===== config.mk =====
export PLATFORM = sky130hd
export DESIGN_NAME = muldiv_unit
export DESIGN_NICKNAME = d
export VERILOG_FILES = /design/src/rtl/muldiv_unit.sv
export SDC_FILE = /design/constraint.sdc
export NUM_CORES = 1
export LEC_CHECK = 0
export ABC_AREA = 1
export CAP_MARGIN = 5
export CORE_MARGIN = 2
export CORE_UTILIZATION = 30
export DETAILED_ROUTE_END_ITERATION = 8
export HOLD_SLACK_MARGIN = 0.02
export MAX_ROUTING_LAYER = met4
export PLACE_DENSITY_LB_ADDON = 0.05
export SETUP_SLACK_MARGIN = 0.05
export SKIP_CTS_REPAIR_TIMING = 1
export SLEW_MARGIN = 10
export SYNTH_ARGS = -nofsm -noshare
export SYNTH_HDL_FRONTEND = slang
export SYNTH_SLANG_ARGS = --single-unit

===== constraint.sdc =====
create_clock -name clk -period 3.1 [get_ports clk]
set_clock_uncertainty 0.05 [all_clocks]
set_input_delay 0.62 -clock clk [delete_from_list [all_inputs] [get_ports clk]]
set_output_delay 0.62 -clock clk [all_outputs]
set_load 0.005 [all_outputs]

===== src/rtl/muldiv_unit.sv =====
// Iterative RV32M multiply/divide unit: one product or quotient bit per clock,
// sign handling by magnitude arithmetic with a final correction step.
module muldiv_unit #(
    parameter int WIDTH = 32
) (
    input  logic             clk,
    input  logic             rst,
    input  logic             start,
    input  logic [2:0]       op,
    input  logic [WIDTH-1:0] A,
    input  logic [WIDTH-1:0] B,
    output logic             busy,
    output logic             done,
    output logic [WIDTH-1:0] result,
    output logic             zero,
    output logic             negative,
    output logic             div_by_zero
);

    localparam int CW = $clog2(WIDTH + 1);

    typedef enum logic [1:0] {IDLE, CALC, FIX, DONE} state_t;

    state_t           state_q;
    logic [CW-1:0]    cnt_q;
    logic [2:0]       op_q;
    logic [WIDTH-1:0] a_q, b_q;
    logic [WIDTH-1:0] acc_q, mq_q, mcand_q;
    logic             neg_q, rem_neg_q, b_zero_q;
    logic             busy_q, done_q, zero_q, negative_q, dbz_q;
    logic [WIDTH-1:0] result_q;

    logic             is_div, sign_a, sign_b, rem_ge;
    logic [WIDTH-1:0] mag_a, mag_b, diff, acc_d, mq_d, res_d;
    logic [WIDTH:0]   sum, rem_sh;
    logic [2*WIDTH-1:0] prod;

    // NOTE: every signal of this block is written on every path, so no latch is inferred.
    always_comb begin
        is_div = op_q[2];
        sign_a = a_q[WIDTH-1] & (is_div ? ~op_q[0] : (op_q[1] ^ op_q[0]));
        sign_b = b_q[WIDTH-1] & (is_div ? ~op_q[0] : (op_q[1:0] == 2'b01));
        mag_a  = sign_a ? -a_q : a_q;
        mag_b  = sign_b ? -b_q : b_q;

        // Multiply: LSB-first shift-add into {acc, mq}; divide: restoring on {acc, mq}.
        sum    = {1'b0, acc_q} + (mq_q[0] ? {1'b0, mcand_q} : '0);
        rem_sh = {acc_q, mq_q[WIDTH-1]};
        rem_ge = (rem_sh >= {1'b0, mcand_q});
        diff   = rem_sh[WIDTH-1:0] - mcand_q;
        if (is_div) begin
            acc_d = rem_ge ? diff : rem_sh[WIDTH-1:0];
            mq_d  = {mq_q[WIDTH-2:0], rem_ge};
        end else begin
            acc_d = sum[WIDTH:1];
            mq_d  = {sum[0], mq_q[WIDTH-1:1]};
        end

        prod = {acc_q, mq_q};
        if (neg_q) prod = -prod;
        if (!is_div)
            res_d = (op_q[1:0] == 2'b00) ? prod[WIDTH-1:0] : prod[2*WIDTH-1:WIDTH];
        else if (b_zero_q)
            res_d = op_q[1] ? a_q : '1;
        else if (op_q[1])
            res_d = rem_neg_q ? -acc_q : acc_q;
        else
            res_d = neg_q ? -mq_q : mq_q;
    end

    // NOTE: sequential state uses non-blocking assignments only, so all registers see pre-edge values.
    always_ff @(posedge clk) begin
        if (rst) begin
            state_q    <= IDLE;
            cnt_q      <= '0;
            op_q       <= '0;
            a_q        <= '0;
            b_q        <= '0;
            acc_q      <= '0;
            mq_q       <= '0;
            mcand_q    <= '0;
            neg_q      <= 1'b0;
            rem_neg_q  <= 1'b0;
            b_zero_q   <= 1'b0;
            busy_q     <= 1'b0;
            done_q     <= 1'b0;
            result_q   <= '0;
            zero_q     <= 1'b1;
            negative_q <= 1'b0;
            dbz_q      <= 1'b0;
        end else begin
            case (state_q)
                IDLE, DONE: begin
                    done_q <= 1'b0;
                    if (start) begin
                        op_q    <= op;
                        a_q     <= A;
                        b_q     <= B;
                        cnt_q   <= '0;
                        busy_q  <= 1'b1;
                        state_q <= CALC;
                    end else begin
                        state_q <= IDLE;
                    end
                end
                CALC: begin
                    cnt_q <= cnt_q + 1'b1;
                    // The first CALC cycle loads magnitudes; the next WIDTH cycles iterate.
                    if (cnt_q == '0) begin
                        acc_q     <= '0;
                        mcand_q   <= is_div ? mag_b : mag_a;
                        mq_q      <= is_div ? mag_a : mag_b;
                        neg_q     <= sign_a ^ sign_b;
                        rem_neg_q <= sign_a;
                        b_zero_q  <= (b_q == '0);
                    end else begin
                        acc_q <= acc_d;
                        mq_q  <= mq_d;
                    end
                    if (cnt_q == CW'(WIDTH)) state_q <= FIX;
                end
                FIX: begin
                    result_q   <= res_d;
                    zero_q     <= (res_d == '0);
                    negative_q <= res_d[WIDTH-1];
                    dbz_q      <= is_div & b_zero_q;
                    busy_q     <= 1'b0;
                    done_q     <= 1'b1;
                    state_q    <= DONE;
                end
                default: state_q <= IDLE;
            endcase
        end
    end

    assign busy        = busy_q;
    assign done        = done_q;
    assign result      = result_q;
    assign zero        = zero_q;
    assign negative    = negative_q;
    assign div_by_zero = dbz_q;

endmodule


# ---- Word-level counts from Yosys, hierarchy flattened
# Index checks and enable logic that the tools add are counted.
dict set report totals {
  reg_bits 211
  in_bits 70
  output_inout_bits 37
  wordCells 79
}
dict set report classes {
  n_addsub 8
  magnitude_cmp 1
  eq_ne 7
  mux 28
  n_bitwise 6
  reduce_logical 12
}
# operator n
set op_table {}
lappend op_table {{2-to-1 mux 32 bit} 17}
lappend op_table {{negation 32 bit} 4}
lappend op_table {{zero test 32 bit} 2}
lappend op_table {{2-to-1 mux 64 bit} 1}
lappend op_table {{negation 64 bit} 1}
lappend op_table {{adder 32 x 32 -> 33 bit} 1}
lappend op_table {{>= comparator 33 x 32 -> 1 bit} 1}
lappend op_table {{subtractor 32 bit} 1}
lappend op_table {{case mux 6 bit (2 select lines)} 1}
lappend op_table {{AND reduction 2 bit} 4}
lappend op_table {{adder 6 x 1 -> 6 bit (second input constant)} 1}
lappend op_table {{equality test 6 bit (second input constant)} 1}
lappend op_table {{zero test 6 bit} 1}
lappend op_table {{2-to-1 mux 6 bit} 1}
lappend op_table {{case mux 2 bit (3 select lines)} 1}
lappend op_table {{equality test 2 x 1 -> 1 bit (second input constant)} 2}
lappend op_table {{equality test 2 bit (second input constant)} 2}
lappend op_table {{zero test 2 bit} 2}
lappend op_table {{2-to-1 mux 1 bit} 4}
lappend op_table {{inequality test 2 bit (second input constant)} 2}
lappend op_table {{case mux 1 bit (2 select lines)} 2}
lappend op_table {{nonzero test 2 bit} 2}
lappend op_table {{bitwise AND 1 bit} 3}
lappend op_table {{2-to-1 mux 2 bit} 1}
lappend op_table {{other kinds (3)} 4}

# ---- Logic depth before layout (Yosys ltp)
dict set report depth {
  depth_word 6
  ltp_mapped 21
  mapped_depth_nobuf 20
}

# ---- Worst setup path before layout
# OpenSTA, ideal clock, no wires.
dict set report synth_timing {
  kind {reg-to-reg}
  start {register mq_q[0]}
  end {register acc_q[29]}
  setup_ns 0.132
  t_arrival_ns 2.525
  required_time_ns 2.918
  path_slack_ns 0.393
  path_stages_with_launch 20
  n_path_buf 2
  period_less_slack_ns 2.707
  path_cell_list {dfxtp_1 > buf_6 > clkbuf_1 > nand2_1 > inv_1 > ha_1 > inv_1 > fa_1 > o21ai_1 > a21oi_1 > o21ai_1 > nand2_1 > nand2_1 > nand2_1 > nand3_1 > nand2_1 > o21ai_0 > inv_1 > nand2_1 > a21oi_1}
}
dict set report synth_between {
  elab_chain_len 4
}
# element line_no
set synth_lines {}
lappend synth_lines {{start, declared} 28} ;# logic [WIDTH-1:0] acc_q, mq_q, mcand_q;
lappend synth_lines {{start signal, assigned} 112} ;# mq_q <= is_div ? mag_a : mag_b;
lappend synth_lines {{start signal, assigned} 118} ;# mq_q <= mq_d;
lappend synth_lines {{2-to-1 mux 32 bit} 47} ;# sum = {1'b0, acc_q} + (mq_q[0] ? {1'b0, mcand_q} : '0);
lappend synth_lines {{adder 32 x 32 -> 33 bit} 47}
lappend synth_lines {{2-to-1 mux 32 bit} 51} ;# if (is_div) begin
lappend synth_lines {{2-to-1 mux 32 bit} 109} ;# if (cnt_q == '0) begin
lappend synth_lines {{end signal, assigned} 79} ;# acc_q <= '0;
lappend synth_lines {{end signal, assigned} 110} ;# acc_q <= '0;
lappend synth_lines {{end signal, assigned} 117} ;# acc_q <= acc_d;
lappend synth_lines {{end, declared} 28}
# Every way passes these cells.
# A chain may end at the register's enable or synchronous reset.

# ---- Worst setup path after layout
dict set report layout_timing {
  start {register mq_q[0]}
  end {register zero_q (netlist: zero)}
}
dict set report layout_between {
  elab_chain_len 6
  word_cells_on_any_way 9
  classes_between {add/sub (2); mux (6); reduce/logical (1)}
}
# element line_no
set layout_lines {}
lappend layout_lines {{negation 32 bit} 68} ;# res_d = neg_q ? -mq_q : mq_q;
lappend layout_lines {{2-to-1 mux 32 bit} 68}
lappend layout_lines {{2-to-1 mux 32 bit} 65} ;# else if (op_q[1])
lappend layout_lines {{2-to-1 mux 32 bit} 63} ;# else if (b_zero_q)
lappend layout_lines {{2-to-1 mux 32 bit *} 61} ;# if (!is_div)
lappend layout_lines {{zero test 32 bit *} 124} ;# zero_q <= (res_d == '0);
lappend layout_lines {{end signal, assigned} 124}
lappend layout_lines {{end, declared} 30} ;# logic busy_q, done_q, zero_q, negative_q, dbz_q;
# Every way passes the cells marked *; elsewhere a longest branch is shown, timed or not.

==> results.json <==
{
  "slew_headroom": 0.175,
  "cts_buffer_depth": 3,
  "finalHoldViolCount": 0,
  "floorplan.initialDensity": 0.304,
  "cp_cell_sequence": "buf_12 -> inv_2 -> ha_1 -> nand2_1 -> buf_4 -> nor2_4 -> nand2_2 -> inv_1 -> nand4_1 -> nand3_1 -> nand3_1 -> a21oi_2 -> nand3_1 -> nor2_1 -> nand2_1 -> nor2_1 -> nand2_1 -> nand2_1",
  "boundaryPins": 107,
  "grt_first_pass_wirelength_um": 154000,
  "n_fill_cell": 7408,
  "worstPathArrival_ps": 3420,
  "ys.warnings.count": 0,
  "area_delta_synth_final_pct": 21.7,
  "route.detailed.wl_per_inst_um": 23.7,
  "synth_enable_flop_cells": 0,
  "avgViaCountPerCell": 5.39,
  "yosys.cell_count.top_type": "sky130_fd_sc_hd__nand2_1",
  "tritoncts": "done",
  "synthCells": 3439,
  "antenna_cells_inserted": 0,
  "synth_commonest_cells": "sky130_fd_sc_hd__nand2_1, sky130_fd_sc_hd__inv_1, sky130_fd_sc_hd__nand3_1, sky130_fd_sc_hd__nor2_1, sky130_fd_sc_hd__a21oi_1",
  "power.share.sequential": 0.162,
  "grt.total_usage": 0.318,
  "timing.setup.critical_path_class": "reg -> reg",
  "global_route.overflow_total": 0,
  "synth.top_cells.by_area": "sky130_fd_sc_hd__dfxtp_1, sky130_fd_sc_hd__nand2_1, sky130_fd_sc_hd__nand3_1, sky130_fd_sc_hd__inv_1, sky130_fd_sc_hd__a21oi_1",
  "worst_setup_hold_path_clk_slew_ps": 60,
  "detailed_route_drc_error_count": 0,
  "antenna_found_initial": 1,
  "placement.io_buffers": 106,
  "setup_repair_after_global_routing_missed_its_margin": "yes",
  "postSynthNetCount": 3586,
  "crit_path_max_fanout": 6,
  "numCtsBuffers": 29,
  "setup.worst_path.start_class": "flop",
  "crit_slowest_cell": "sky130_fd_sc_hd__dfxtp_2",
  "max-cap-violations": 0,
  "finalCritPeriodShare": 0.952,
  "h-tree-depth": 1,
  "routed_wl_um": 107000,
  "drive_gt1_frac": 0.0962,
  "ir_worst_vdd_v": 0.000474,
  "tightestPinTransition_ps": 1230,
  "cts_root_buf": "sky130_fd_sc_hd__clkbuf_16",
  "multi_input_combinational_cell_area_um2": 13300,
  "setup_viol_count_final": 0,
  "synth-main-ff-cell": "sky130_fd_sc_hd__dfxtp_1",
  "die_span_y_um": 260,
  "power_density_nw_per_um2": 1100,
  "sum_of_negative_setup_slack_ps": 0,
  "route.antenna.remaining_nets": 0,
  "crit_top_cell": "sky130_fd_sc_hd__nand2_1",
  "yosysTopAreaCellShare": 0.214,
  "dpl_cell_area_um2": 22900,
  "hold_path_startpoint": "busy",
  "fin_max_slew_vios": 0,
  "power_leakage_nw": 11.3,
  "min_path_type": "reg -> reg",
  "netlist-cell-type-count": 61,
  "worst_setup_path_end_kind": "flop",
  "power.switching_mw": 14.7,
  "outcome": "completed",
  "regArea_um2": 4230,
  "syn_avg_cell_area_um2": 5.72,
  "cell_internal_pwr_mw": 11.6,
  "design.die.area_um2": 67700,
  "synth_sequential_area_ratio": 0.214,
  "finalWeightedCongestion": 1.00,
  "share_clk_of_total_power": 0.135,
  "final_cell_area_um2": 24000,
  "die_width_um": 260,
  "max_freq_mhz": 339,
  "coreArea_um2": 64700,
  "async_flop_share": 0,
  "place_hpwl_um": 87100,
  "detail_route.iter0.violations": 2501,
  "post_synth_instance_area_um2": 19700,
  "largest_net_degree_at_the_start_of_global_routing": 102,
  "via_count_of_the_first_global_routing_pass": 22400,
  "num-nets-final": 3772,
  "synth-seq-cells": 210,
  "timing.rr.start": "mq_q[0]",
  "power.switching_fraction": 0.559,
  "cp_data_required_time_ps": 3560,
  "vias": 24300,
  "cts.sinks": 210,
  "min_cycle_time_layout_ps": 2950,
  "timing.critical_path.slowest_cell_delay_ps": 360,
  "worst_setup_path_startpoint": "mq_q[0]",
  "comb_power_share": 0.703,
  "fp-row-count": 93,
  "detailedRoute.firstPassIterationCount": 8,
  "clkLatencyLatePin_ps": 600,
  "yosysTopAreaCell": "sky130_fd_sc_hd__dfxtp_1"
}
==> flip-flops by register name, summed over array words and instances (netlist names), 2 cells and up <==
name	cells
a_q	32
acc_q	32
b_q	32
mcand_q	32
mq_q	32
result	31
cnt_q	6
op_q	3
state_q	2
==> power by group through the flow <==
stage	clock network, mW	logic [mW]	registers [mW]
after global routing	3.72	20.0	4.34
after global placement	0	18.1	4.27
final	3.56	18.5	4.25
after floorplan	0	10.7	3.97
after detailed placement	0	18.0	4.28
after CTS	3.64	18.1	4.23
==> stage by stage <==
step	utilization	setup slack [ps]	cells	hold WS [ps]	total power, mW
after floorplan	-	393	3439	405	14.7
after global routing	0.370	18.7	4502	446	28.1
final	0.370	147	4502	417	26.3
after global placement	0.354	-73.5	4448	401	22.4
after detailed placement	0.354	8.91	4448	416	22.3
after CTS	0.369	-64.6	4501	421	25.9
==> worst max-delay path: cells and delay by family, from the launching register on <==
kind / cells / cell delay [ps]
buf+inv: 4 / 440
fa+ha+maj: 1 / 180
flops: 1 / 360
compound gates: 1 / 240
simple gates: 12 / 1590
==> area by class of cell <==
class | instances | share of cell area
clock buffers | 42 | 0.0344
clock inverters | 11 | 0.00695
inverters | 423 | 0.0665
multi-input cells | 2649 | 0.555
flip-flops and latches | 210 | 0.176
well taps | 855 | 0.0447
repair buffers | 312 | 0.116
==> cells in the final DEF (no fill, tap or decap), drive strengths merged, types with 4 or more instances in the layout <==
master         instances
a31oi                 15
nand4                 38
buf                  207
xor2                  69
o22ai                 31
nor2                 368
nand3b                 7
ha                    75
nor4                  10
a21o                   6
inv                  421
or2                   17
nor3                  41
nand3                398
clkdlybuf4s50        105
dfxtp                210
clkbuf                42
clkinv                 6
o211ai                53
o21bai                 9
o21a                  22
a21oi                307
bufinv                 4
a21boi                 8
o21ai                285
nand2                869
==> final timing paths <==
kind / to / slack (ps) / depth (start not counted)
hold reg to reg: busy / 420 / 2
hold / removal: busy / 420 / 2
setup / recovery: zero / 150 / 18
setup reg to reg: zero / 150 / 18
==> logic make-up after synthesis <==
kind of cell	synth area share
xor gates and xnor gates	0.0320
DFF	0.214
and+or+nand+nor	0.380
buffers and inverters	0.115
adders and majority gates	0.0497
AOI/OAI and AO/OA	0.210
==> per-layer routing <==
| metal | share of wire | vias to the layer above | track usage | wire length [µm] |
|---|---|---|---|---|
| li1 | - | 11700 | - | - |
| met1 | 0.47 | 11300 | 0.459 | 50700 |
| met2 | 0.41 | 1026 | 0.445 | 43400 |
| met3 | 0.082 | 162 | 0.0467 | 8770 |
| met4 | 0.038 | 0 | 0.106 | 4040 |
| met5 | 0 | - | - | 0 |
Power figures use the tool's default switching activity.
